**src/rtl/reg_bus_master.sv**
```systemverilog
// Command-driven master for a simple chip-select register bus: single writes,
// single reads, and polled reads that repeat until a masked match or a read limit.
module reg_bus_master #(
    parameter int POLL_LIMIT = 1023,
    parameter int POLL_GAP   = 4
) (
    input  logic        Clk_reg,
    input  logic        Reset,
    input  logic        cmd_valid,
    output logic        cmd_ready,
    input  logic        cmd_write,
    input  logic        cmd_poll,
    input  logic [7:0]  cmd_addr,
    input  logic [15:0] cmd_wdata,
    input  logic [15:0] cmd_mask,
    input  logic [15:0] cmd_match,
    output logic        rsp_valid,
    output logic [15:0] rsp_rdata,
    output logic        rsp_timeout,
    output logic        CSB,
    output logic        WRB,
    output logic [7:0]  CA,
    output logic [15:0] CD_in,
    input  logic [15:0] CD_out,
    output logic [2:0]  state_dbg
);

    // Handshake: a command is taken on a rising edge where cmd_valid=1 and
    // cmd_ready=1; cmd_ready is high only in IDLE. Responses are a one-cycle
    // rsp_valid pulse with no back-pressure.

    typedef enum logic [2:0] {
        IDLE    = 3'd0,
        WRITE   = 3'd1,
        READ    = 3'd2,
        CAPTURE = 3'd3,
        GAP     = 3'd4,
        RESP    = 3'd5
    } state_t;

    state_t      state, state_d;
    logic        ready_q, ready_d;
    logic        csb_q, csb_d;
    logic        wrb_q, wrb_d;
    logic [7:0]  ca_q, ca_d;
    logic [15:0] cd_q, cd_d;
    logic [15:0] mask_q, mask_d;
    logic [15:0] match_q, match_d;
    logic        poll_q, poll_d;
    logic [15:0] poll_cnt, poll_cnt_d;
    logic [7:0]  gap_cnt, gap_cnt_d;
    logic        rsp_valid_q, rsp_valid_d;
    logic [15:0] rdata_q, rdata_d;
    logic        timeout_q, timeout_d;

    logic        accept;
    logic        hit;
    logic        last_read;

    always_comb begin
        state_d    = state;
        ca_d       = ca_q;
        cd_d       = cd_q;
        mask_d     = mask_q;
        match_d    = match_q;
        poll_d     = poll_q;
        poll_cnt_d = poll_cnt;
        gap_cnt_d  = gap_cnt;
        rdata_d    = rdata_q;
        timeout_d  = timeout_q;

        accept    = cmd_valid && ready_q;
        hit       = ((CD_out & mask_q) == match_q);
        last_read = ((poll_cnt + 16'd1) == 16'(POLL_LIMIT));

        case (state)
            IDLE: begin
                if (accept) begin
                    state_d    = cmd_write ? WRITE : READ;
                    ca_d       = cmd_addr;
                    cd_d       = cmd_wdata;
                    mask_d     = cmd_mask;
                    match_d    = cmd_match;
                    poll_d     = cmd_poll && !cmd_write;
                    poll_cnt_d = 16'd0;
                    if (cmd_write) begin
                        rdata_d   = 16'd0;
                        timeout_d = 1'b0;
                    end
                end
            end
            WRITE: state_d = RESP;
            READ:  state_d = CAPTURE;
            CAPTURE: begin
                rdata_d    = CD_out;
                poll_cnt_d = poll_cnt + 16'd1;
                if (!poll_q || hit) begin
                    state_d   = RESP;
                    timeout_d = 1'b0;
                end else if (last_read) begin
                    state_d   = RESP;
                    timeout_d = 1'b1;
                end else begin
                    state_d   = GAP;
                    gap_cnt_d = 8'd0;
                end
            end
            GAP: begin
                if (gap_cnt == 8'(POLL_GAP - 1)) begin
                    state_d = READ;
                end else begin
                    gap_cnt_d = gap_cnt + 8'd1;
                end
            end
            RESP:    state_d = IDLE;
            default: state_d = IDLE;
        endcase

        // Bus and handshake outputs are registered images of the next state.
        csb_d       = !((state_d == WRITE) || (state_d == READ));
        wrb_d       = (state_d != WRITE);
        rsp_valid_d = (state_d == RESP);
        ready_d     = (state_d == IDLE);
    end

    always_ff @(posedge Clk_reg) begin
        if (Reset) begin
            state       <= IDLE;
            ready_q     <= 1'b1;
            csb_q       <= 1'b1;
            wrb_q       <= 1'b1;
            ca_q        <= 8'd0;
            cd_q        <= 16'd0;
            mask_q      <= 16'd0;
            match_q     <= 16'd0;
            poll_q      <= 1'b0;
            poll_cnt    <= 16'd0;
            gap_cnt     <= 8'd0;
            rsp_valid_q <= 1'b0;
            rdata_q     <= 16'd0;
            timeout_q   <= 1'b0;
        end else begin
            state       <= state_d;
            ready_q     <= ready_d;
            csb_q       <= csb_d;
            wrb_q       <= wrb_d;
            ca_q        <= ca_d;
            cd_q        <= cd_d;
            mask_q      <= mask_d;
            match_q     <= match_d;
            poll_q      <= poll_d;
            poll_cnt    <= poll_cnt_d;
            gap_cnt     <= gap_cnt_d;
            rsp_valid_q <= rsp_valid_d;
            rdata_q     <= rdata_d;
            timeout_q   <= timeout_d;
        end
    end

    // ready_q comes out of reset high so the first idle cycle after release can accept.
    assign cmd_ready   = ready_q && !Reset;
    assign CSB         = csb_q;
    assign WRB         = wrb_q;
    assign CA          = ca_q;
    assign CD_in       = cd_q;
    assign rsp_valid   = rsp_valid_q;
    assign rsp_rdata   = rdata_q;
    assign rsp_timeout = timeout_q;
    assign state_dbg   = state;

endmodule
```
**config.mk**
```make
export PLATFORM = sky130hd
export DESIGN_NAME = reg_bus_master
export DESIGN_NICKNAME = d
export VERILOG_FILES = /design/src/rtl/reg_bus_master.sv
export SDC_FILE = /design/constraint.sdc
export NUM_CORES = 1
export LEC_CHECK = 0
export BUFFER_PORTS_ARGS = -buffer_cell sky130_fd_sc_hd__buf_4
export CELL_PAD_IN_SITES_DETAIL_PLACEMENT = 1
export CELL_PAD_IN_SITES_GLOBAL_PLACEMENT = 1
export CORE_MARGIN = 5
export CORE_UTILIZATION = 37
export DETAILED_ROUTE_END_ITERATION = 10
export PLACE_DENSITY_LB_ADDON = 0.3
export SLEW_MARGIN = 5
export SYNTH_ARGS = -nofsm -noshare
export SYNTH_HDL_FRONTEND = slang
export SYNTH_SLANG_ARGS = --single-unit
```
**constraint.sdc**
```tcl
create_clock -name Clk_reg -period 2.85 [get_ports Clk_reg]
set_input_delay 0.57 -clock Clk_reg [delete_from_list [all_inputs] [get_ports Clk_reg]]
set_output_delay 0.57 -clock Clk_reg [all_outputs]
set_load 0.01 [all_outputs]
```
# == Word-level counts from Yosys, hierarchy flattened ==
# Index checks and enable logic that the tools add are counted.
# Widths: inputs -> output; s select.
# word_totals
reg_bits,105
wordCells,72
input_bits,77
out_inout_bits,48
# op_classes
reduce_logical,18
muxes,20
addsub,2
bitwise_logic,1
n_eq_ne,17
# op_table
operator,count
$pmux 16 s2,2
$mux 16,3
$mux 8,3
$add 16x1->16 const B,1
$and 16x16->16,1
$eq 16x10->1 const B,1
$eq 16x16->1,1
$pmux 8 s2,1
$pmux 3 s5,1
$ne 2x2->1 const B,5
$eq 3x2->1 const B,3
$add 8x1->8 const B,1
$eq 8x2->1 const B,1
$reduce_and 4->1,2
$eq 3x1->1 const B,2
$eq 3x3->1 const B,2
$logic_not 3->1,2
$mux 1,6
$mux 3,2
$logic_not 1->1,4
$reduce_and 2->1,2
$reduce_bool 2->1,2
$logic_and 1x1->1,3
$ne 3x1->1 const B,1
other kinds (5),6

# == Longest topological paths before layout ==
# Gate-level depths: netlist of the first run.
# depth
ltp_word,8
ltp_mapped,9
depth_no_buf,8

# == Worst setup path before layout of the first run ==
# Ideal clock, no wire load.
# synth_path
kind,register to register
startpoint,reg poll_cnt[0]
endpoint,reg gap_cnt[7]
t_required_ns,2.728
setup_time_ns,0.122
path_stages_with_launch,10
setup_slack_ns,0.641
arrival_ns,2.088
cell_sequence,dfxtp_1 > ha_1 > nand3_2 > or3_1 > a211oi_2 > o2111ai_2 > a21oi_2 > buf_6 > or3_1 > a21oi_1
# synth_via
elab_chain_cells,4
# synth_lines
element,line,source
start: declaration,50,"logic [15:0] poll_cnt, poll_cnt_d;"
start signal: assignment,152,poll_cnt <= poll_cnt_d;
$add 16x1->16,74,last_read = ((poll_cnt + 16'd1) == 16'(POLL_LIMIT));
$eq 16x10->1,74,
$ne 2x2->1 (no line),--,
$reduce_and 4->1 (no line),--,
end signal: assignment,153,gap_cnt <= gap_cnt_d;
end: declaration,51,"logic [7:0] gap_cnt, gap_cnt_d;"
# No other way between the ends.
# A chain may end at the register's enable or synchronous reset.

# == Worst setup path in the final report of the first run ==
# Ends and elaborated chain as after synthesis.

==> results.ini, run 1 <==
[route]
vias_per_cell = 5.41
antenna_left = 0
drc = 0
dr.pass1.iters = 4
detail_route.wl_per_cell_um = 17.5
first_iter_violations = 213
drt-total-wl_um = 14400
num_vias = 4450

[run_status]
outcome = finished, final reports clean

[sta]
slew_viol_final = 0
tightest_slew_ps = 669
slew_headroom_pct = 55.4
hold_violations = 0
finalCritPeriodShare_pct = 89.8
fmax_ghz = 0.391
fin_hold_ws_ps = 454
timing.setup.tns_ps = 0
setup_viol_count_final = 0
fin_skew_ps = 11.1
rsz0062_at_grt = false
period_minus_slack_ps = 2560

[synthesis]
synth_warnings = 0
avgSynthCellArea_um2 = 7.98
ys_ff_latch = 105
synth.distinct_cells = 53
syn_area_mm2 = 0.00449
synth_cells = 563
syn-num-nets = 643
ys_seq_area_share_pct = 46.8

[die]
dieArea_mm2 = 0.0144
initial_core_util_pct = 37.5
die_h_um = 120
core-area_mm2 = 0.0120
io_pins = 125
fp.dieW_um = 120
placementRows = 40

[job]
drv_cap = 0

[global_routing]
grt_use_total_pct = 20.2
first_global_vias = 4657
grt_first_pass_wirelength_um = 23400
antenna_found_initial = 0
grt_max_degree = 99
grt-ovfl-total = 0

[clocking]
cts.sinks = 105
ctsHoldBuffers = 0
cts_tree = done
h-tree-depth = 3
cts_buffers = 9
clockRootBuffer = clkbuf_16
cts.clk_slew.worst_paths_ps = 70
cts_buffer_depth = 2
clk_latency_ps = 360

[min_path]
hold_class = primary input to register

[setup_path]
critPathLaunchType = register
crit_type = register to register
setup.worst_path.end_class = register
cp.arrival_ps = 2830
cp.required_ps = 3120
cp_max_fo = 14
ff2ff_setup_slack_ps = 290

[layout]
syn2layout_area_growth_pct = 29.7
diodes = 0
layout_commonest_cell = nand2_1
drive_gt1_share_pct = 24.4
nets = 752
final_cell_mix = nand2_1 (135), buf_4 (130), dfxtp_1 (105), a21oi_1 (91), nor2_1 (47)
num-fill-cells = 1445

[power]
p_leak_uw = 0.00237
vdd_ir_drop_max_v = 0.000581
power_density_mw_per_mm2 = 633

[placed_design]
gp_congestion = 0.769
portBuffers = 124
hpwl_um = 10200

[worst max-delay path, cell delays in order, from the launching register on]
cell and delay [ps]:
dfxtp_1 460, ha_1 290, nand3_2 190, or3_1 370, a211oi_2 230, o2111ai_2 220, a21oi_4 350, o21ai_0 150
a21oi_1 210
[final timing paths]
check,from,endpoint,depth (start not counted)
hold reg to reg,CA[5],CA[5],2
setup / recovery,poll_cnt[0],gap_cnt[7],8
hold / removal,cmd_write,WRB,2
setup reg to reg,poll_cnt[0],gap_cnt[7],8
[power breakdown]
part	leakage (uW)	internal (uW)	switching, uW
sequential	0.000854	1600	97.2
clock	0.000134	601	587
combinational	0.00138	328	478
[synth_stat cells (all sizes together)]
master	instances	share of area, %
or3	9	1.3
nand3	15	2.1
nand4	5	1.2
ha	3	0.84
nor2	47	3.9
o22ai	3	0.42
xor2	2	0.39
buf	5	0.61
a21boi	3	0.50
nand2b	2	0.28
nand2	135	11
inv	5	0.42
nor2b	2	0.28
o22a	1	0.20
a211oi	3	0.61
a22oi	20	3.3
a31o	1	0.20
a21o	2	0.33
clkbuf	28	2.4
or2	2	0.28
xnor2	4	0.78
a41oi	1	0.20
o211ai	2	0.33
a21oi	92	10
nor4	6	1.5
nand4b	2	0.39
a311oi	5	0.98
o21ai	17	1.9
dfxtp	105	47
o2111ai	1	0.33
a21bo	2	0.45
and3b	2	0.39
nor3	4	0.56
and4bb	1	0.28
a31oi	2	0.28
and2	3	0.42
and4b	1	0.22
nand3b	4	0.67
and3	14	2.0
mux2i	2	0.45
[cell families after synthesis]
logic type / Yosys count / share of synthesized area, %
DFF: 105 / 46.8
adders and majority gates: 3 / 0.836
xor gates and xnor gates: 6 / 1.17
muxes: 2 / 0.446
buffers and inverters: 38 / 3.40
and+or+nand+nor: 254 / 26.9
AOI/OAI and AO/OA: 155 / 20.4
[sequential cells by signal, indices dropped and copies added, names as in the netlist]
| register | count |
|---|---|
| CA | 8 |
| CD_in | 16 |
| CSB | 1 |
| WRB | 1 |
| gap_cnt | 8 |
| mask_q | 16 |
| match_q | 16 |
| poll_cnt | 16 |
| poll_q | 1 |
| ready_q | 1 |
| rsp_rdata | 16 |
| rsp_timeout | 1 |
| rsp_valid | 1 |
| state_dbg | 3 |
[area by class of cell]
type	instances	area (um^2)	share of cell area [%]
Clock buffer	9	225	3.87
Clock inverter	6	50.0	0.859
Inverter	5	18.8	0.322
Multi-Input combinational cell	420	2250	38.6
Sequential cell	105	2100	36.1
Tap cell	147	184	3.16
Timing Repair Buffer	131	996	17.1
[per-stage QoR]
stage	instances	instance area, um^2	total power [uW]	util [%]	setup slack, ps
6_report	823	5830	3690	48.7	292
5_1_grt	823	5830	3890	48.7	2.88
4_1_cts	823	5820	3740	48.6	94.9
3_5_place_dp	808	5540	2540	46.3	189
3_3_place_gp	808	5540	2500	46.3	325
2_1_floorplan	563	4490	2170	-	641
[routing by layer]
| layer | vias to the layer above | track usage, % | routed length, um |
|---|---|---|---|
| met5 | - | 0 | 0 |
| met4 | 0 | 4.65 | 171 |
| met3 | 13 | 7.40 | 817 |
| met2 | 87 | 35.8 | 7370 |
| met1 | 2182 | 23.0 | 6060 |
| li1 | 2168 | - | - |
[what timing repair did]
action	CTS	global route
setup buffers	0	0
gates resized for setup	0	1
setup endpoints to repair	0	7
Power figures use the tool's default switching activity.
==> run 2: changes to the inputs <==
--- a/config.mk
+++ b/config.mk
@@ -9,8 +9,10 @@
 export CELL_PAD_IN_SITES_DETAIL_PLACEMENT = 1
 export CELL_PAD_IN_SITES_GLOBAL_PLACEMENT = 1
 export CORE_MARGIN = 5
-export CORE_UTILIZATION = 37
+export CORE_UTILIZATION = 39
+export CTS_BUF_LIST = sky130_fd_sc_hd__clkbuf_4
 export DETAILED_ROUTE_END_ITERATION = 10
+export HOLD_SLACK_MARGIN = 0.03
 export PLACE_DENSITY_LB_ADDON = 0.3
 export SLEW_MARGIN = 5
 export SYNTH_ARGS = -nofsm -noshare
==> results.ini, run 2 (synthesis gave the netlist of run 1 again) <==
[clocking]
cts.clk_slew.worst_paths_ps = 150  ; was 70 ps
cts.sinks = 105  ; unchanged
h-tree-depth = 3  ; unchanged
ctsResizeCount = 0  ; unchanged
cts_setup_buffers = 0  ; unchanged
cts_buffer_depth = 2  ; unchanged
cts_tree = done  ; unchanged
ctsHoldBuffers = 0  ; unchanged
cts_buffers = 9  ; unchanged
clockRootBuffer = clkbuf_4  ; was clkbuf_16
clk_latency_ps = 480  ; was 360 ps

[power]
comb_power_share_pct = 25.2  ; was 21.9%
p_clk_share_pct = 21.0  ; was 32.2%
swShare_pct = 33.6  ; was 31.5%
switchingPower_uw = 1060  ; was 1160 uW
vdd_ir_drop_max_v = 0.000339  ; was 0.000581 V
power.total_uw = 3150  ; was 3690 uW
p_seq_share_pct = 53.8  ; was 46.0%
power_density_mw_per_mm2 = 560  ; was 633 mW/mm^2
p_leak_uw = 0.00229  ; was 0.00237 uW
intPower_uw = 2090  ; was 2530 uW

[die]
placementRows = 39  ; was 40
core-area_mm2 = 0.0114  ; was 0.0120 mm^2
fp.dieW_um = 117  ; was 120 um
dieArea_mm2 = 0.0138  ; was 0.0144 mm^2
initial_core_util_pct = 39.5  ; was 37.5%
die_h_um = 117  ; was 120 um
io_pins = 125  ; unchanged

[layout]
nets = 752  ; unchanged
diodes = 0  ; unchanged
drive_gt1_share_pct = 24.1  ; was 24.4%
syn2layout_area_growth_pct = 25.6  ; was 29.7%
final_cell_mix = nand2_1 (135), buf_4 (131), dfxtp_1 (105), a21oi_1 (91), nor2_1 (47)  ; was nand2_1 (135), buf_4 (130), dfxtp_1 (105), a21oi_1 (91), nor2_1 (47)
multi_input_area_mm2 = 0.00225  ; unchanged
seq_area_mm2 = 0.00210  ; unchanged
stdcell_count = 820  ; was 823
layout_commonest_cell = nand2_1  ; unchanged
num-fill-cells = 1398  ; was 1445

[sta]
period_minus_slack_ps = 2540  ; was 2560 ps
slew_viol_final = 0  ; unchanged
fmax_ghz = 0.393  ; was 0.391 GHz
timing.setup.tns_ps = 0  ; unchanged
slew_headroom_pct = 47.5  ; was 55.4%
tightest_slew_ps = 788  ; was 669 ps
finalCritPeriodShare_pct = 89.3  ; was 89.8%
rsz0062_at_grt = false  ; unchanged
hold_violations = 0  ; unchanged
fin_skew_ps = 17.2  ; was 11.1 ps
setup_viol_count_final = 0  ; unchanged

[route]
num_vias = 4424  ; was 4450
drt-total-wl_um = 13800  ; was 14400 um
drc = 0  ; unchanged
detail_route.wl_per_cell_um = 16.8  ; was 17.5 um
antenna_left = 0  ; unchanged
first_iter_violations = 269  ; was 213
vias_per_cell = 5.40  ; was 5.41
dr.pass1.iters = 5  ; was 4

[global_routing]
first_global_vias = 4703  ; was 4657
grt_max_degree = 77  ; was 99
antenna_found_initial = 0  ; unchanged
grt_use_total_pct = 19.9  ; was 20.2%
grt_first_pass_wirelength_um = 23000  ; was 23400 um
grt-ovfl-total = 0  ; unchanged

[setup_path]
setup.worst_path.end_class = register  ; unchanged
critPathLaunchType = register  ; unchanged
ff2ff_setup_slack_ps = 310  ; was 290 ps
cp_max_fo = 14  ; unchanged
cp.required_ps = 3270  ; was 3120 ps
cp.arrival_ps = 2960  ; was 2830 ps
crit_type = register to register  ; unchanged

[placed_design]
gp_congestion = 0.764  ; was 0.769
dpl.cell_count = 804  ; was 808
hpwl_um = 10100  ; was 10200 um
portBuffers = 124  ; unchanged

[run_status]
outcome = finished, final reports clean  ; unchanged

[min_path]
hold_class = primary input to register  ; unchanged

[job]
drv_cap = 0  ; unchanged

-- run 2: through the flow --
stage | setup WS [ps] | hold slack [ps] | utilization [%] | instance area, um^2
floorplan | 641 | 439 | - | 4490
global placement | 341 | 443 | 48.6 | 5530
detailed placement | 145 | 451 | 48.6 | 5530
CTS | 127 | 284 | 49.5 | 5630
global route | 35.4 | 258 | 49.6 | 5640
finish | 306 | 317 | 49.6 | 5640
-- run 2: final timing paths --
check / from / endpoint / cells after the start
max: poll_cnt[0] / gap_cnt[5] / 8
max reg2reg: poll_cnt[0] / gap_cnt[5] / 8
min reg2reg: CD_in[15] / CD_in[15] / 2
min: cmd_wdata[13] / CD_in[13] / 3
-- run 2: layout make-up --
| class | instances | area share (%) |
|---|---|---|
| flip-flops and latches | 105 | 37.3 |
| well taps | 143 | 3.17 |
| repair buffers | 131 | 17.4 |
| inverters | 5 | 0.333 |
| multi-input cells | 420 | 39.9 |
| clock buffers | 9 | 1.20 |
| clock inverters | 7 | 0.666 |
-- run 2: worst max-delay path: stages (launching register included) --
cell       delay, ps
dfxtp_1          480
ha_1             280
nand3_2          200
or3_1            370
a211oi_2         280
o2111ai_2        230
a21oi_4          350
o21ai_1          140
a21oi_1          140
-- run 2: metal layers --
layer	global-route usage (%)	up-vias	share of wire (%)
met3	7.51	18	7.3
met4	5.51	0	1.7
met1	24.2	2129	42
met2	33.0	99	49
met5	0	-	0
li1	-	2178	-
-- run 2: power groups by stage --
stage / registers (uW) / logic (uW) / clock network (uW)
finish: 1700 / 794 / 664
global route: 1720 / 888 / 749
CTS: 1700 / 801 / 691
detailed placement: 1730 / 799 / 0
global placement: 1720 / 773 / 0
floorplan: 1730 / 436 / 0
==> run 3: changes to the inputs <==
--- a/config.mk
+++ b/config.mk
@@ -8,12 +8,11 @@
 export BUFFER_PORTS_ARGS = -buffer_cell sky130_fd_sc_hd__buf_4
 export CELL_PAD_IN_SITES_DETAIL_PLACEMENT = 1
 export CELL_PAD_IN_SITES_GLOBAL_PLACEMENT = 1
-export CORE_MARGIN = 5
 export CORE_UTILIZATION = 39
 export CTS_BUF_LIST = sky130_fd_sc_hd__clkbuf_4
 export DETAILED_ROUTE_END_ITERATION = 10
 export HOLD_SLACK_MARGIN = 0.03
-export PLACE_DENSITY_LB_ADDON = 0.3
+export PLACE_DENSITY = 0.89
 export SLEW_MARGIN = 5
 export SYNTH_ARGS = -nofsm -noshare
 export SYNTH_HDL_FRONTEND = slang
==> results.ini, run 3 (synthesis gave the netlist of run 1 again) <==
[setup_path]
setup.worst_path.end_class = register  ; unchanged
max_stage_delay_ps = 490  ; was 480 ps
crit_chain = ha_1 > nand3_2 > or3_1 > a211oi_2 > o2111ai_2 > a21oi_4 > o21ai_0 > a21oi_1  ; was ha_1 > nand3_2 > or3_1 > a211oi_2 > o2111ai_2 > a21oi_4 > o21ai_1 > a21oi_1
crit_type = register to register  ; unchanged
cp_max_fo = 14  ; unchanged
cp.required_ps = 3280  ; was 3270 ps
cp.arrival_ps = 2980  ; was 2960 ps
slowest_stage = dfxtp_1  ; unchanged
critPathLaunchType = register  ; unchanged

[clocking]
clk_latency_ps = 480  ; about the same
cts.sinks = 105  ; unchanged
cts_tree = done  ; unchanged
h-tree-depth = 3  ; unchanged
ctsHoldBuffers = 0  ; unchanged
cts_setup_buffers = 0  ; unchanged
clockRootBuffer = clkbuf_4  ; unchanged
cts_buffers = 9  ; unchanged
cts_buffer_depth = 2  ; unchanged
cts.clk_slew.worst_paths_ps = 160  ; was 150 ps

[route]
drt-total-wl_um = 13900  ; was 13800 um
drt-met1-wl_um = 5730  ; was 5830 um
num_vias = 4505  ; was 4424
top_layer = met4  ; unchanged
met2_wirelength_um = 7010  ; was 6690 um
vias_per_cell = 5.49  ; was 5.40
detail_route.wl_per_cell_um = 17.0  ; was 16.8 um
met3_length_um = 866  ; was 1010 um
dr.pass1.iters = 4  ; was 5
antenna_left = 0  ; unchanged
first_iter_violations = 225  ; was 269
drc = 0  ; unchanged

[sta]
timing.setup.tns_ps = 0  ; unchanged
slew_viol_final = 0  ; unchanged
setup_viol_count_final = 0  ; unchanged
slew_headroom_pct = 66.9  ; was 47.5%
finalCritPeriodShare_pct = 89.6  ; was 89.3%
hold_violations = 0  ; unchanged
rsz0062_at_grt = false  ; unchanged
tightest_slew_ps = 497  ; was 788 ps
period_minus_slack_ps = 2550  ; was 2540 ps
fmax_ghz = 0.392  ; was 0.393 GHz
fin_skew_ps = 8.46  ; was 17.2 ps

[layout]
syn2layout_area_growth_pct = 26.5  ; was 25.6%
nets = 755  ; was 752
layout_commonest_cell = nand2_1  ; unchanged
drive_gt1_share_pct = 24.9  ; was 24.1%
diodes = 0  ; unchanged
fin_util_pct = 51.5  ; was 49.6%
final_cell_mix = nand2_1 (135), buf_4 (133), dfxtp_1 (105), a21oi_1 (91), nor2_1 (47)  ; was nand2_1 (135), buf_4 (131), dfxtp_1 (105), a21oi_1 (91), nor2_1 (47)
num-fill-cells = 1372  ; was 1398
postLayoutCellArea_mm2 = 0.00568  ; was 0.00564 mm^2

[job]
drv_cap = 0  ; unchanged

[power]
power_density_mw_per_mm2 = 564  ; was 560 mW/mm^2
vdd_ir_drop_max_v = 0.000445  ; was 0.000339 V
p_leak_uw = 0.00231  ; was 0.00229 uW

[min_path]
hold_class = primary input to register  ; unchanged

[die]
fp.dieW_um = 109  ; was 117 um
dieArea_mm2 = 0.0119  ; was 0.0138 mm^2
core-area_mm2 = 0.0110  ; was 0.0114 mm^2
die_h_um = 109  ; was 117 um
initial_core_util_pct = 40.7  ; was 39.5%
io_pins = 125  ; unchanged
placementRows = 38  ; was 39

[placed_design]
gp_congestion = 0.822  ; was 0.764
hpwl_um = 9990  ; was 10100 um
portBuffers = 124  ; unchanged
placed_cell_area_mm2 = 0.00556  ; was 0.00553 mm^2

[global_routing]
first_global_vias = 4680  ; was 4703
grt_use_total_pct = 24.5  ; was 19.9%
grt_first_pass_wirelength_um = 22600  ; was 23000 um
antenna_found_initial = 0  ; unchanged
grt_max_degree = 99  ; was 77
grt-ovfl-total = 0  ; unchanged

[run_status]
outcome = finished, final reports clean  ; unchanged

[run 3: cell types whose count changed in the layout (fill, tap and decap cells not counted), sizes merged]
cell,previous run,this run
buf,131,134
clkinvlp,1,2
clkinv,6,5
[run 3: layer usage]
layer	vias to the layer above	GRT usage [%]
met4	0	8.19
met1	2194	28.8
met3	21	8.36
met5	-	0
met2	118	41.7
li1	2172	-
[run 3: per-stage QoR]
step           instances  total power (uW)  hold slack [ps]  worst slack, ps
6_report             820              3200              314              297
5_1_grt              820              3390              261             40.6
4_1_cts              820              3240              282              133
3_5_place_dp         804              2550              450              149
3_3_place_gp         804              2510              443              349
2_1_floorplan        563              2170              439              641
[run 3: where the power goes]
group	leakage, uW	internal (uW)	switching (uW)
sequential	0.000854	1600	99.5
clock	0.0000617	178	507
combinational	0.00140	338	482
total	0.00231	2110	1090
[run 3: worst max-delay path, delay by kind of cell (launching register included)]
kind / cells / cell delay, ps
and+or+nand+nor: 2 / 580
DFF: 1 / 490
adders and majority gates: 1 / 300
AOI/OAI and AO/OA: 5 / 1130
[run 3: final cells by class]
class                      count  area (um^2)  share of cell area (%)
clock buffer                   9         67.6                    1.19
clock inverter                 7         47.5                   0.837
inverter                       5         18.8                   0.330
multi-input combinational    420         2250                    39.6
sequential                   105         2100                    37.0
tap                          140          175                    3.08
timing repair buffer         134         1020                    17.9
[run 3: repair_timing]
item	4_1_cts	5_1_grt
setup endpoints to repair	0	5
resized for setup	0	1
hold endpoints to repair	0	0
[run 3: final timing paths]
check,cells after the start,start,endpoint,slack (ps)
worst min register to register,2,CD_in[4],CD_in[4],470
worst max-delay path,8,poll_cnt[0],gap_cnt[7],300
worst max register to register,8,poll_cnt[0],gap_cnt[7],300
worst min-delay path,3,cmd_match[4],match_q[4],310
